<file path="config.mk">
export PLATFORM = sky130hd
export DESIGN_NAME = vita49_unpack_arb
export DESIGN_NICKNAME = d
export VERILOG_FILES = /design/src/rtl/vita49_unpack_arb.sv
export SDC_FILE = /design/constraint.sdc
export NUM_CORES = 1
export LEC_CHECK = 0
export BUFFER_PORTS_ARGS = -buffer_cell sky130_fd_sc_hd__buf_2
export CAP_MARGIN = 20
export CELL_PAD_IN_SITES_DETAIL_PLACEMENT = 0
export CELL_PAD_IN_SITES_GLOBAL_PLACEMENT = 1
export CORE_MARGIN = 2
export CORE_UTILIZATION = 31
export DETAILED_ROUTE_END_ITERATION = 8
export PLACE_DENSITY_LB_ADDON = 0.1
export SYNTH_ARGS = -nofsm -noshare
export SYNTH_HDL_FRONTEND = slang
export SYNTH_SLANG_ARGS = --single-unit
export TNS_END_PERCENT = 20
</file>
<file path="constraint.sdc">
create_clock -name AXIS_ACLK -period 2.36 [get_ports AXIS_ACLK]
set_clock_uncertainty 0.15 [all_clocks]
set_input_delay 0 -clock AXIS_ACLK [delete_from_list [all_inputs] [get_ports AXIS_ACLK]]
set_output_delay 0 -clock AXIS_ACLK [all_outputs]
set_load 0.01 [all_outputs]
</file>
<file path="src/rtl/vita49_unpack_arb.sv">
// vita49_unpack_arb: two-port, packet-atomic round-robin AXI-Stream arbiter
// feeding a single VITA-49 unpacker. The data path is purely combinational
// (zero latency) while granted. Each packet boundary returns through IDLE,
// which costs one bubble cycle.
// Also provides per-port completed-packet counters and a sticky
// mid-packet starvation flag with a registered interrupt.
module vita49_unpack_arb #(
    parameter int CNT_WIDTH   = 16,
    parameter int STALL_LIMIT = 1024
) (
    input  logic                 AXIS_ACLK,
    input  logic                 AXIS_ARESETN,
    // requester 0
    input  logic [31:0]          S0_AXIS_TDATA,
    input  logic                 S0_AXIS_TVALID,
    input  logic                 S0_AXIS_TLAST,
    output logic                 S0_AXIS_TREADY,
    // requester 1
    input  logic [31:0]          S1_AXIS_TDATA,
    input  logic                 S1_AXIS_TVALID,
    input  logic                 S1_AXIS_TLAST,
    output logic                 S1_AXIS_TREADY,
    // shared output to the unpacker
    output logic [31:0]          M_AXIS_TDATA,
    output logic                 M_AXIS_TVALID,
    output logic                 M_AXIS_TLAST,
    input  logic                 M_AXIS_TREADY,
    // control / status
    input  logic [1:0]           port_en,
    input  logic                 clr,
    output logic [CNT_WIDTH-1:0] pkt_cnt0,
    output logic [CNT_WIDTH-1:0] pkt_cnt1,
    output logic [1:0]           stall_flag,
    output logic [1:0]           grant_dbg,
    output logic                 irq
);

    // Wide enough to hold STALL_LIMIT itself; the counter saturates there.
    localparam int SC_W = $clog2(STALL_LIMIT + 1);

    typedef enum logic [1:0] {
        IDLE = 2'd0,
        GNT0 = 2'd1,
        GNT1 = 2'd2
    } state_t;

    state_t                r_state;
    state_t                w_state_nxt;
    logic                  r_last_grant;   // index of the port granted most recently
    logic [CNT_WIDTH-1:0]  r_pkt_cnt0;
    logic [CNT_WIDTH-1:0]  r_pkt_cnt1;
    logic [SC_W-1:0]       r_stall_cnt;
    logic [1:0]            r_stall_flag;
    logic                  r_irq;

    logic                  w_req0;
    logic                  w_req1;
    logic [31:0]           w_m_tdata;
    logic                  w_m_tvalid;
    logic                  w_m_tlast;
    logic                  w_s0_tready;
    logic                  w_s1_tready;
    logic                  w_beat;         // handshake on the granted port
    logic                  w_last_hs;      // handshake carrying TLAST
    logic                  w_starved;      // granted but source has nothing to send
    logic                  w_stall_hit;    // this cycle is the STALL_LIMIT-th starved one

    // Requests only matter in IDLE. A disabled port is never newly granted,
    // but a packet already in flight is allowed to finish.
    assign w_req0 = S0_AXIS_TVALID & port_en[0];
    assign w_req1 = S1_AXIS_TVALID & port_en[1];

    // Next-state and output mux: the granted port is wired straight through.
    always_comb begin
        w_state_nxt = r_state;
        w_m_tdata   = '0;
        w_m_tvalid  = 1'b0;
        w_m_tlast   = 1'b0;
        w_s0_tready = 1'b0;
        w_s1_tready = 1'b0;
        case (r_state)
            IDLE: begin
                if (w_req0 && w_req1)
                    w_state_nxt = r_last_grant ? GNT0 : GNT1;
                else if (w_req0)
                    w_state_nxt = GNT0;
                else if (w_req1)
                    w_state_nxt = GNT1;
            end
            GNT0: begin
                w_m_tdata   = S0_AXIS_TDATA;
                w_m_tvalid  = S0_AXIS_TVALID;
                w_m_tlast   = S0_AXIS_TLAST;
                w_s0_tready = M_AXIS_TREADY;
                if (S0_AXIS_TVALID && M_AXIS_TREADY && S0_AXIS_TLAST)
                    w_state_nxt = IDLE;
            end
            GNT1: begin
                w_m_tdata   = S1_AXIS_TDATA;
                w_m_tvalid  = S1_AXIS_TVALID;
                w_m_tlast   = S1_AXIS_TLAST;
                w_s1_tready = M_AXIS_TREADY;
                if (S1_AXIS_TVALID && M_AXIS_TREADY && S1_AXIS_TLAST)
                    w_state_nxt = IDLE;
            end
            default: w_state_nxt = IDLE;
        endcase
    end

    assign w_beat      = w_m_tvalid & M_AXIS_TREADY;
    assign w_last_hs   = w_beat & w_m_tlast;
    // A TVALID-high / TREADY-low cycle is downstream backpressure, not starvation.
    assign w_starved   = (r_state != IDLE) & ~w_m_tvalid;
    assign w_stall_hit = w_starved & (r_stall_cnt == SC_W'(STALL_LIMIT - 1));

    // FSM state register.
    always_ff @(posedge AXIS_ACLK or negedge AXIS_ARESETN) begin
        if (!AXIS_ARESETN) r_state <= IDLE;
        else               r_state <= w_state_nxt;
    end

    // Remember the winner on every grant entry; reset value 1 lets port 0 win the first tie.
    always_ff @(posedge AXIS_ACLK or negedge AXIS_ARESETN) begin
        if (!AXIS_ARESETN) begin
            r_last_grant <= 1'b1;
        end else if (r_state == IDLE) begin
            if (w_state_nxt == GNT0)      r_last_grant <= 1'b0;
            else if (w_state_nxt == GNT1) r_last_grant <= 1'b1;
        end
    end

    // Completed-packet counters; clr takes priority over a same-cycle increment.
    always_ff @(posedge AXIS_ACLK or negedge AXIS_ARESETN) begin
        if (!AXIS_ARESETN) begin
            r_pkt_cnt0 <= '0;
            r_pkt_cnt1 <= '0;
        end else if (clr) begin
            r_pkt_cnt0 <= '0;
            r_pkt_cnt1 <= '0;
        end else if (w_last_hs) begin
            if (r_state == GNT0) r_pkt_cnt0 <= r_pkt_cnt0 + CNT_WIDTH'(1);
            if (r_state == GNT1) r_pkt_cnt1 <= r_pkt_cnt1 + CNT_WIDTH'(1);
        end
    end

    // Starvation counter: one is enough since only one port is granted at a time.
    // Cleared in IDLE and on every beat, saturates at STALL_LIMIT so the flag
    // fires once per starvation episode.
    always_ff @(posedge AXIS_ACLK or negedge AXIS_ARESETN) begin
        if (!AXIS_ARESETN)
            r_stall_cnt <= '0;
        else if (r_state == IDLE || w_beat)
            r_stall_cnt <= '0;
        else if (w_starved && r_stall_cnt != SC_W'(STALL_LIMIT))
            r_stall_cnt <= r_stall_cnt + SC_W'(1);
    end

    // Sticky per-port stall flags, set on the STALL_LIMIT-th starved cycle.
    always_ff @(posedge AXIS_ACLK or negedge AXIS_ARESETN) begin
        if (!AXIS_ARESETN) begin
            r_stall_flag <= 2'b00;
        end else if (clr) begin
            r_stall_flag <= 2'b00;
        end else if (w_stall_hit) begin
            if (r_state == GNT0) r_stall_flag[0] <= 1'b1;
            if (r_state == GNT1) r_stall_flag[1] <= 1'b1;
        end
    end

    // Registered interrupt, trails the flags by one cycle.
    always_ff @(posedge AXIS_ACLK or negedge AXIS_ARESETN) begin
        if (!AXIS_ARESETN) r_irq <= 1'b0;
        else if (clr)      r_irq <= 1'b0;
        else               r_irq <= |r_stall_flag;
    end

    assign M_AXIS_TDATA   = w_m_tdata;
    assign M_AXIS_TVALID  = w_m_tvalid;
    assign M_AXIS_TLAST   = w_m_tlast;
    assign S0_AXIS_TREADY = w_s0_tready;
    assign S1_AXIS_TREADY = w_s1_tready;
    assign pkt_cnt0       = r_pkt_cnt0;
    assign pkt_cnt1       = r_pkt_cnt1;
    assign stall_flag     = r_stall_flag;
    assign grant_dbg      = {r_state == GNT1, r_state == GNT0};
    assign irq            = r_irq;

endmodule

</file>
-- Word level (Yosys, flattened, before mapping)
Index checks and enable logic that the tools add are counted.
- bitwise gates (word level): 7
- equality and inequality tests: 6
- mux-type cells: 27
- reductions and logical operators: 21
- add/sub/neg operators: 3
- operators by type and width (cell ; count):
    16-bit 2-to-1 mux ; 6
    32-bit one-hot mux with 2 select lines ; 1
    16-bit by 1-bit adder with 16-bit output (second input constant) ; 2
    11-bit 2-to-1 mux ; 2
    2-bit 2-to-1 mux ; 8
    2-bit nonzero test ; 7
    11-bit by 1-bit adder with 11-bit output (second input constant) ; 1
    11-bit by 10-bit == test with 1-bit output (second input constant) ; 1
    11-bit inequality test (second input constant) ; 1
    2-bit AND reduction ; 5
    1-bit 2-to-1 mux ; 7
    1-bit AND ; 6
    1-bit logical AND ; 6
    2-bit one-hot mux with 3 select lines ; 1
    2-bit by 1-bit == test with 1-bit output (second input constant) ; 2
    2-bit == test (second input constant) ; 2
    1-bit one-hot mux with 2 select lines ; 2
    2-bit zero test ; 1
    2-bit OR reduction ; 1
    1-bit logical OR ; 1
    1-bit NOT ; 1
- output and inout port bits: 73
- input port bits: 74
- register bits: 49
- word-level logic and storage cells: 72

-- Depth between registers and ports, before layout
Gate-level depths: netlist of the first run.
- word-level depth: 8
- gate-level depth with buffers: 11
- mapped depth without buffers: 9

-- Worst setup path after synthesis of the first run
Ideal clock, no wire load.
- kind: register to register
- from: register r_state[1]
- to: register r_stall_cnt[1]
- setup time: 0.125 ns
- stages on the path, launching flop included: 10
- required time: 2.085 ns
- buffers on the path: 3
- setup slack: -0.034 ns
- period minus slack after synthesis: 2.394 ns
- arrival time: 2.119 ns
- path through: dfrtp_1 inv_1 ha_1 buf_4 a22o_1 buf_2 and2_1 clkbuf_1 nor3_1 mux2_2
- cells in the longest elaborated chain, start to end: 6
- elaborated cells on any way between the ends: 12
- classes of those cells: eq/ne: 2; mux: 2; bitwise: 3; reduce/logical: 5
- ends and longest elaborated chain (item ; RTL line ; RTL):
    start, declared ; 47 ; state_t r_state;
    start signal, assigned ; 119 ; else r_state <= w_state_nxt;
    2-bit by 1-bit == test with 1-bit output (*) ; - ;
    net grant_dbg[0] ; 34 ; output logic [1:0] grant_dbg,
    1-bit one-hot mux with 2 select lines (*) ; 81 ; case (r_state)
    net M_AXIS_TVALID ; 25 ; output logic M_AXIS_TVALID,
    1-bit NOT ; 113 ; assign w_starved = (r_state != IDLE) & ~w_m_tvalid;
    1-bit AND ; 113 ;
    1-bit logical AND ; 154 ; else if (w_starved && r_stall_cnt != SC_W'(STALL_LIMIT))
    2-bit nonzero test (no line) ; - ;
    end signal, assigned ; 155 ; r_stall_cnt <= r_stall_cnt + SC_W'(1);
    end, declared ; 52 ; logic [SC_W-1:0] r_stall_cnt;
Mark *: on every way through the listed nets, which the timed path passes. The rest lies on a longest branch.
A chain may end at the register's enable or synchronous reset.

-- Final worst setup path of the first run
- from: register r_state[0]
- to: register r_pkt_cnt0[15], in the netlist pkt_cnt0[15]
- cells in the longest elaborated chain, start to end: 6
- elaborated cells on any way between the ends: 9
- classes of those cells: eq/ne: 2; mux: 2; bitwise: 2; reduce/logical: 3
- ends and longest elaborated chain (item ; RTL line ; RTL):
    2-bit == test / 2-bit by 1-bit == test with 1-bit output (equally long branches) ; 81, 141 ;
    1-bit one-hot mux with 2 select lines ; 81 ;
    1-bit AND ; 110 ; assign w_beat = w_m_tvalid & M_AXIS_TREADY;
    1-bit AND ; 111 ; assign w_last_hs = w_beat & w_m_tlast;
    2-bit nonzero test (no line) ; - ;
    2-bit AND reduction (no line) (*) ; - ;
    end signal, assigned ; 141 ; if (r_state == GNT0) r_pkt_cnt0 <= r_pkt_cnt0 + CNT_WIDTH'(1);
    end, declared ; 50 ; logic [CNT_WIDTH-1:0] r_pkt_cnt0;
Every way passes the cells marked *; elsewhere a longest branch is shown, timed or not.

==> results of run 1 <==
-- power groups by stage --
stage	clock network (uW)	registers [uW]	logic (uW)
floorplan	0	941	1100
global placement	0	950	1660
detailed placement	0	953	1670
CTS	547	937	1710
global route	576	951	2060
finish	521	944	1860
-- how the worst max path moves through the flow --
| stage | start | slack (ns) | endpoint |
|---|---|---|---|
| finish | r_state[0]$_DFF_PN0_ | 0.09 | pkt_cnt0[15]$_DFFE_PN0P_ |
| global route | r_state[0]$_DFF_PN0_ | 0.002 | pkt_cnt0[1]$_DFFE_PN0P_ |
| CTS | r_state[1]$_DFF_PN0_ | 0.006 | pkt_cnt0[7]$_DFFE_PN0P_ |
| detailed placement | r_state[0]$_DFF_PN0_ | -0.07 | pkt_cnt1[6]$_DFFE_PN0P_ |
| global placement | r_state[1]$_DFF_PN0_ | 0.02 | pkt_cnt0[15]$_DFFE_PN0P_ |
| floorplan | r_state[1]$_DFF_PN0_ | 0.005 | r_stall_cnt[1]$_DFFE_PN0P_ |
-- registers in the layout, summed over array words and instances (netlist names) --
name / cells
r_last_grant: 1
stall_flag: 2
pkt_cnt1: 16
pkt_cnt0: 16
irq: 1
r_stall_cnt: 11
r_state: 2
-- layout make-up --
| cell class | instances | area (um2) | area share, % |
|---|---|---|---|
| clock buffers | 6 | 72.6 | 1.64 |
| inverters | 14 | 52.6 | 1.18 |
| flip-flops and latches | 49 | 1230 | 27.7 |
| well taps | 136 | 170 | 3.84 |
| repair buffers | 172 | 976 | 22.0 |
| clock inverters | 2 | 13.8 | 0.310 |
| multi-input cells | 287 | 1920 | 43.3 |
-- cell usage in the layout, fill, tap and decap left out, types with 10 or more instances in the layout --
cell type  count
buf_2        146
buf_4         20
nor2b_1       33
nor2_1        19
a22oi_1       34
nand2_1       20
a21oi_1       26
nand3_1       10
inv_1         12
o21ai_0       17
dfrtp_1       47
or3_1         14
nand4_1       12
o31ai_1       10
-- layer usage --
layer	GRT usage, %	share of wire [%]
met5	0	0
met4	4.08	1.8
met3	3.10	5.3
met2	30.6	49
met1	21.7	43
-- critical path, delay by kind of cell (launching register included) --
family	cells	cell delay (ns)
buf+inv	2	0.31
simple gates	1	0.53
fa+ha+maj	1	0.17
compound gates	3	0.55
flops	1	0.46
-- through the flow --
step,worst slack (ns),TNS [ns]
CTS,0.00619,0
global placement,0.0167,0
global route,0.00250,0
detailed placement,-0.0660,-0.282
floorplan,0.00483,0
finish,0.0880,0
-- what timing repair did --
action                     CTS  global route
hold endpoints to repair    50             0
pin swaps                    0             1
setup endpoints to repair    8            21
hold buffers                 3             0
gates resized for setup      4            10
cloned                       0             1
buffers inserted             0             1
-- Yosys cell counts, types with 6 or more instances --
library cell,count
clkbuf_1,16
inv_1,14
o21ai_0,17
nor2b_1,33
dfrtp_1,48
nor2_1,19
a21oi_1,26
xnor2_1,8
or4_1,10
and2_1,6
nand2_1,20
o31ai_1,10
ha_1,9
nor4_1,8
or3_1,14
nand4_1,12
a22oi_1,34
nand3_1,10
-- cells by family after synthesis --
logic type / Yosys count
xor gates and xnor gates: 10
muxes: 4
buffers and inverters: 42
and+or+nand+nor: 150
AOI/OAI and AO/OA: 114
DFF: 49
adders and majority gates: 9
==> flow_summary.ini, run 1 <==
[placed_design]
port_buffers = 146
place_inst = 653
place_area_mm2 = 0.00423
gp_congestion = 0.812
dp_hpwl_um = 7380

[detailed_routing]
postRouteAntennaNets = 0
drt-total-wl_um = 10200
viasPerCell = 5.27
dr.pass1.iters = 5
routedWlPerCell_um = 15.4
drt_iter0_markers = 162
vias = 3511
drc = 0

[sta]
hold_ws_ns = 0.0277
min_period_ns = 2.27
drv_slew = 0
finalSetupViolCount = 0
relSlewSlack_pct = 55.0
worst_slew_pin_slew_ns = 0.675
finalHoldViolCount = 0
rsz0062_at_grt = false
clock.fmax_ghz = 0.440
post-route-period-util_pct = 96.3

[yosys]
synthesis.nets = 461
syn_area_per_cell_um2 = 8.67
synth-edff-count = 0
synth_mux_area_share_pct = 1.26
synth_cells = 378
synth_top_family_by_area = simple AND/OR/NAND/NOR gates
synth_top_flop_cell = dfrtp_1
synth_area_mm2 = 0.00328
ys_seq_area_share_pct = 37.5
synth_top_area_cell = dfrtp_1
yosys.area_share.simple_pct = 26.6
synthArstFlopShare_pct = 100
synth-compound-area-share_pct = 23.4
netlist.area_leader.share_pct = 36.7
synth_fa_ha_area_share_pct = 3.44
synth_seq_cells = 49
yosysUniqueCellTypes = 51
yosys.area_share.xor_xnor_pct = 2.67
ys_top_cells_by_area = dfrtp_1, a22oi_1, nor2b_1
yosysWarnings = 0

[critical_path]
worst-path-max-fanout = 11
r2r_end = pkt_cnt0[15]$_DFFE_PN0P_
worstPathRequired_ns = 2.42
start_kind = flip-flop
r2r-start = r_state[0]$_DFF_PN0_
rr_worst_depth = 7
crit_chain = inv_2, ha_4, a21oi_1, or4_4, buf_4, o31a_1, o21ba_2
rrSetupSlack_ns = 0.09
critPathSlowestCell = or4_4
endpoint_kind = flip-flop
critical_path_class = reg -> reg
cp_data_arrival_time_ns = 2.33
max_stage_delay_ns = 0.53

[hold_path]
hp-class = in -> reg
hold_end = r_state[1]$_DFF_PN0_
whs_path_depth = 5
worstHoldStart = port_en[1]

[global_routing]
grt_pass1_vias = 3426
grt_pass1_wl_um = 16300
grt.overflow.total = 0
grt_max_degree = 50
grt_usage_pct = 17.2
grt_antenna_before_repair = 0

[cells_and_area]
fin_nets = 612
antennaDiodeCount = 0
fin_util_pct = 43.2
fin_cells = 666
fillerInstances = 1073
stdcell_area_mm2 = 0.00444
syn_to_final_growth_pct = 35.4
drive_gt1_share_pct = 36.2

[clocking]
clk_latency_ns = 0.31
cts_tree = built
clockRootBuffer = clkbuf_8
cts.path.max_buffers = 2
cts_sinks = 49
path_clk_slew_ns = 0.10
cts.htree.levels = 2
cts_buffers = 5

[floorplanning]
start_util_pct = 31.9
io_pins = 147
die-height_um = 107
rows = 37
die_x_um = 107
dieArea_mm2 = 0.0114
core_area_mm2 = 0.0103

[power_and_ir_drop]
clockPowerShare_pct = 15.7
power.switching_uw = 1350
p_leak_uw = 0.00203
seqPwrFrac_pct = 28.4
peakVddDrop_mv = 0.322
p_total_uw = 3320
swShare_pct = 40.7
powerDensity_mw_per_mm2 = 749
combPwrFrac_pct = 55.9
p_int_uw = 1970

[run]
max_cap_viol_count = 0

[outcome]
status = finished clean
Power figures use the tool's default switching activity.
==> run 2: changes to the inputs <==
- CORE_UTILIZATION: 31 -> 32
- CTS_BUF_LIST: default -> sky130_fd_sc_hd__clkbuf_4
==> flow_summary.ini, run 2 (synthesis gave the netlist of run 1 again) <==
[outcome]
status = finished clean

[critical_path]
endpoint_kind = flip-flop
max_stage_delay_ns = 0.43
critPathSlowestCell = dfrtp_2
worstPathRequired_ns = 2.47
critical_path_class = reg -> reg
cp_data_arrival_time_ns = 2.41
crit_chain = buf_4, ha_4, a22o_1, buf_4, and2_1, nor3_1, mux2_2
start_kind = flip-flop
worst-path-max-fanout = 9
cp_common_cell = buf_4
crit_family = simple AND/OR/NAND/NOR gates
path_buf_inv = 2

[detailed_routing]
dr.pass1.iters = 4
drt_iter0_markers = 260
drt-total-wl_um = 10100
drc = 0
postRouteAntennaNets = 0
vias = 3518
routedWlPerCell_um = 15.1
viasPerCell = 5.27

[power_and_ir_drop]
swShare_pct = 41.8
p_int_uw = 1820
peakVddDrop_mv = 0.331
powerDensity_mw_per_mm2 = 708
clockPowerShare_pct = 12.6
power.switching_uw = 1310
combPwrFrac_pct = 57.5
p_leak_uw = 0.00203
seqPwrFrac_pct = 29.9

[floorplanning]
core_area_mm2 = 0.00986
start_util_pct = 33.2
die_x_um = 105
die-height_um = 105
dieArea_mm2 = 0.0111
rows = 36
io_pins = 147

[cells_and_area]
stdcell_area_mm2 = 0.00443
fin_nets = 617
layout_commonest_cell = buf_2
fillerInstances = 964
drive_gt1_share_pct = 36.1
antennaDiodeCount = 0
syn_to_final_growth_pct = 35.3
fin_util_pct = 44.9
layout_common_cells = buf_2, dfrtp_1, a22oi_1

[global_routing]
grt_max_degree = 36
grt.overflow.total = 0
grt_pass1_vias = 3168
grt_antenna_before_repair = 0
grt_usage_pct = 17.6
grt_pass1_wl_um = 15900

[placed_design]
port_buffers = 146
dp_hpwl_um = 7460
post-place-ws_ns = -0.0452
place_area_mm2 = 0.00425
gp_congestion = 0.834

[clocking]
path_clk_slew_ns = 0.16
cts.htree.levels = 2
cts.path.max_buffers = 2
clockRootBuffer = clkbuf_4
cts_tree = built
cts_sinks = 49
cts_buffers = 5
clk_latency_ns = 0.36

[sta]
finalWorstSetupSlack_ns = 0.0623
finalSetupViolCount = 0
clock.fmax_ghz = 0.435
finalHoldViolCount = 0
min_period_ns = 2.30
rsz0062_at_grt = true
drv_slew = 0
relSlewSlack_pct = 55.4
worst_slew_pin_slew_ns = 0.669
post-route-period-util_pct = 97.4

[hold_path]
hp-class = in -> async

[run]
max_cap_viol_count = 0
run 2: cell types whose count changed in the layout (fill, tap and decap cells not counted), sizes merged:
cell         delta
buf             +3
clkbuf          -2
clkinv          +1
clkinvlp        +1
dlygate4sd3     +3
inv             -1
run 2: power groups by stage:
stage	Combinational (uW)	Sequential, uW	Clock, uW
after floorplan	1100	941	0
after CTS	1730	939	424
after global routing	1990	945	446
after global placement	1700	953	0
after detailed placement	1700	954	0
final	1800	938	396
run 2: through the flow:
stage | hold slack (ns) | setup TNS (ns) | total power (uW) | instances
after global placement | -0.103 | 0 | 2650 | 651
after CTS | 0.00595 | 0 | 3090 | 665
after detailed placement | -0.0949 | -0.123 | 2660 | 651
after floorplan | -0.446 | 0 | 2040 | 378
after global routing | 0.0502 | -0.0487 | 3380 | 668
final | 0.00506 | 0 | 3140 | 668
run 2: layout make-up:
cell class | count | area [um2] | area share [%]
clock buffer | 5 | 37.5 | 0.847
clock inverter | 3 | 17.5 | 0.395
inverter | 14 | 52.6 | 1.19
multi-input combinational | 287 | 1920 | 43.4
sequential | 49 | 1230 | 27.7
tap | 133 | 166 | 3.75
timing repair buffer | 177 | 1010 | 22.7
run 2: final timing paths:
| path | slack [ns] | cells after the start | to | start |
|---|---|---|---|---|
| max | 0.06 | 7 | r_stall_cnt[1]$_DFFE_PN0P_ | r_state[0]$_DFF_PN0_ |
| min reg2reg | 0.34 | 2 | r_last_grant$_DFFE_PN1P_ | r_last_grant$_DFFE_PN1P_ |
| max reg2reg | 0.06 | 7 | r_stall_cnt[1]$_DFFE_PN0P_ | r_state[0]$_DFF_PN0_ |
| max in group asynchronous | 1.41 | 3 | r_last_grant$_DFFE_PN1P_ | AXIS_ARESETN |
| min | 0.005 | 2 | pkt_cnt0[4]$_DFFE_PN0P_ | AXIS_ARESETN |
| min in group AXIS_ACLK | 0.07 | 5 | r_state[0]$_DFF_PN0_ | port_en[1] |
run 2: layer usage:
metal  share of wire (%)  wire [um]  track usage [%]
met2                  49       4940             31.0
met4                 1.4        146             4.57
met5                   0          0                0
met1                  44       4430             21.8
met3                 5.9        596             3.37
run 2: repair_timing:
action | 4_1_cts | 5_1_grt
setup buffers | 0 | 3
hold buffers | 6 | 0
gates resized for setup | 3 | 8
setup endpoints to repair | 11 | 20
endpoints found under the hold margin | 56 | 0
run 2: worst reg2reg max path: cells and delay by family (launching register included):
family                     cells  cell delay [ns]
DFF                            1             0.43
buffers and inverters          2             0.33
and+or+nand+nor                2             0.46
muxes                          1             0.35
AOI/OAI and AO/OA              1             0.28
adders and majority gates      1             0.18
==> run 3: changes to the inputs <==
- CORE_UTILIZATION: 32 -> 35
- PLACE_DENSITY_LB_ADDON: 0.1 -> 0.2
- clock period: 2.36 -> 2.45 ns (I/O delays scaled with it)
==> flow_summary.ini, run 3 (synthesis gave the netlist of run 1 again) <==
[global_routing]
grt_pass1_wl_um = 14800
grt_pass1_vias = 3185
grt_antenna_before_repair = 0
grt.overflow.total = 0
grt_usage_pct = 18.0
grt_max_degree = 50

[detailed_routing]
drc = 0
routedWlPerCell_um = 15.0
dr.pass1.iters = 4
postRouteAntennaNets = 0
vias = 3462
viasPerCell = 5.40
drt-total-wl_um = 9620
drt_iter0_markers = 98

[critical_path]
start_kind = flip-flop
rrSetupSlack_ns = 0.07
worstPathRequired_ns = 2.63
critPathSlowestCell = or4_4
max_stage_delay_ns = 0.61
crit_chain = inv_1, ha_2, a21oi_1, or4_4, or4_1, a21oi_1
rr_worst_depth = 6
r2r-start = r_state[0]$_DFF_PN0_
worst-path-max-fanout = 12
cp_common_cell = a21oi_1
r2r_end = pkt_cnt0[13]$_DFFE_PN0P_
cp_data_arrival_time_ns = 2.56
endpoint_kind = flip-flop
critical_path_class = reg -> reg

[power_and_ir_drop]
peakVddDrop_mv = 0.302
combPwrFrac_pct = 55.2
powerDensity_mw_per_mm2 = 688
seqPwrFrac_pct = 30.2
p_int_uw = 1720
p_leak_uw = 0.00200
power.switching_uw = 1260
clockPowerShare_pct = 14.6
swShare_pct = 42.2

[clocking]
clk_latency_ns = 0.39
cts_buffers = 5
cts_tree = built
cts.htree.levels = 2
cts_sinks = 49
cts.path.max_buffers = 2
path_clk_slew_ns = 0.19
cts_setup_buffers = 0
clockRootBuffer = clkbuf_4

[floorplanning]
die_x_um = 101
dieArea_mm2 = 0.0102
core_area_mm2 = 0.00915
io_pins = 147
die-height_um = 101
rows = 35
start_util_pct = 35.8

[sta]
drv_slew = 0
rsz0062_at_grt = true
finalSetupViolCount = 0
worst_slew_pin_slew_ns = 0.665
relSlewSlack_pct = 55.6
min_period_ns = 2.38
clock.fmax_ghz = 0.421
finalHoldViolCount = 0
post-route-period-util_pct = 97.0

[run]
max_cap_viol_count = 0

[cells_and_area]
layout_common_cells = buf_2, dfrtp_1, a22oi_1
stdcell_area_mm2 = 0.00433
layout_commonest_cell = buf_2
syn_to_final_growth_pct = 32.3
fin_util_pct = 47.4
antennaDiodeCount = 0
drive_gt1_share_pct = 34.5
fin_nets = 612

[placed_design]
port_buffers = 146
place_area_mm2 = 0.00417
gp_congestion = 0.738
dp_hpwl_um = 7170

[outcome]
status = finished clean

[hold_path]
hp-class = in -> async
-- run 3: metal layers --
layer  up-vias  routed length (um)  GRT usage (%)
li1       1715                   -              -
met1      1641                4000           20.9
met2       104                5000           34.1
met3         2                 588           3.05
met4         0                  38           4.32
met5         -                   0              0
-- run 3: layout make-up --
| class | instances | area, um2 |
|---|---|---|
| Clock buffer | 5 | 37.5 |
| Clock inverter | 3 | 28.8 |
| Fill cell | 918 | 4820 |
| Inverter | 14 | 52.6 |
| Multi-Input combinational cell | 287 | 1890 |
| Sequential cell | 49 | 1230 |
| Tap cell | 111 | 139 |
| Timing Repair Buffer | 172 | 957 |
-- run 3: what timing repair did --
| action | 4_1_cts | 5_1_grt |
|---|---|---|
| hold endpoints to repair | 76 | 0 |
| hold buffers | 8 | 0 |
| endpoints found under the setup margin | 1 | 9 |
| gates resized for setup | 1 | 6 |
-- run 3: worst max-delay path, delay by kind of cell (launching register included) --
| family | cells | cell delay [ns] |
|---|---|---|
| simple gates | 2 | 1.10 |
| flops | 1 | 0.41 |
| compound gates | 2 | 0.30 |
| fa+ha+maj | 1 | 0.26 |
| buf+inv | 1 | 0.11 |
-- run 3: worst max path at each step --
stage	from	endpoint	depth (start not counted)
after floorplan	r_state[1]$_DFF_PN0_	r_stall_cnt[1]$_DFFE_PN0P_	9
after CTS	r_state[0]$_DFF_PN0_	r_last_grant$_DFFE_PN1P_	9
after global placement	r_state[0]$_DFF_PN0_	r_last_grant$_DFFE_PN1P_	9
after global routing	r_state[0]$_DFF_PN0_	r_last_grant$_DFFE_PN1P_	8
final	r_state[0]$_DFF_PN0_	pkt_cnt0[13]$_DFFE_PN0P_	6
after detailed placement	r_state[0]$_DFF_PN0_	r_last_grant$_DFFE_PN1P_	9
-- run 3: metrics by stage --
step	instances	hold slack, ns	total power [uW]	setup WS (ns)	TNS (ns)
2_1_floorplan	378	-0.446	1960	0.0559	0
3_3_place_gp	625	0.0166	2500	0.112	0
3_5_place_dp	625	0.0105	2530	-0.00549	-0.00549
4_1_cts	641	0.0532	3000	0.0363	0
5_1_grt	641	0.103	3220	-0.00663	-0.00663
6_report	641	0.0542	2980	0.0742	0
-- run 3: power groups by stage --
stage	clock network [uW]	registers (uW)	logic (uW)
6_report	434	901	1650
5_1_grt	483	907	1830
4_1_cts	457	901	1640
3_5_place_dp	0	917	1620
3_3_place_gp	0	915	1590
2_1_floorplan	0	907	1050
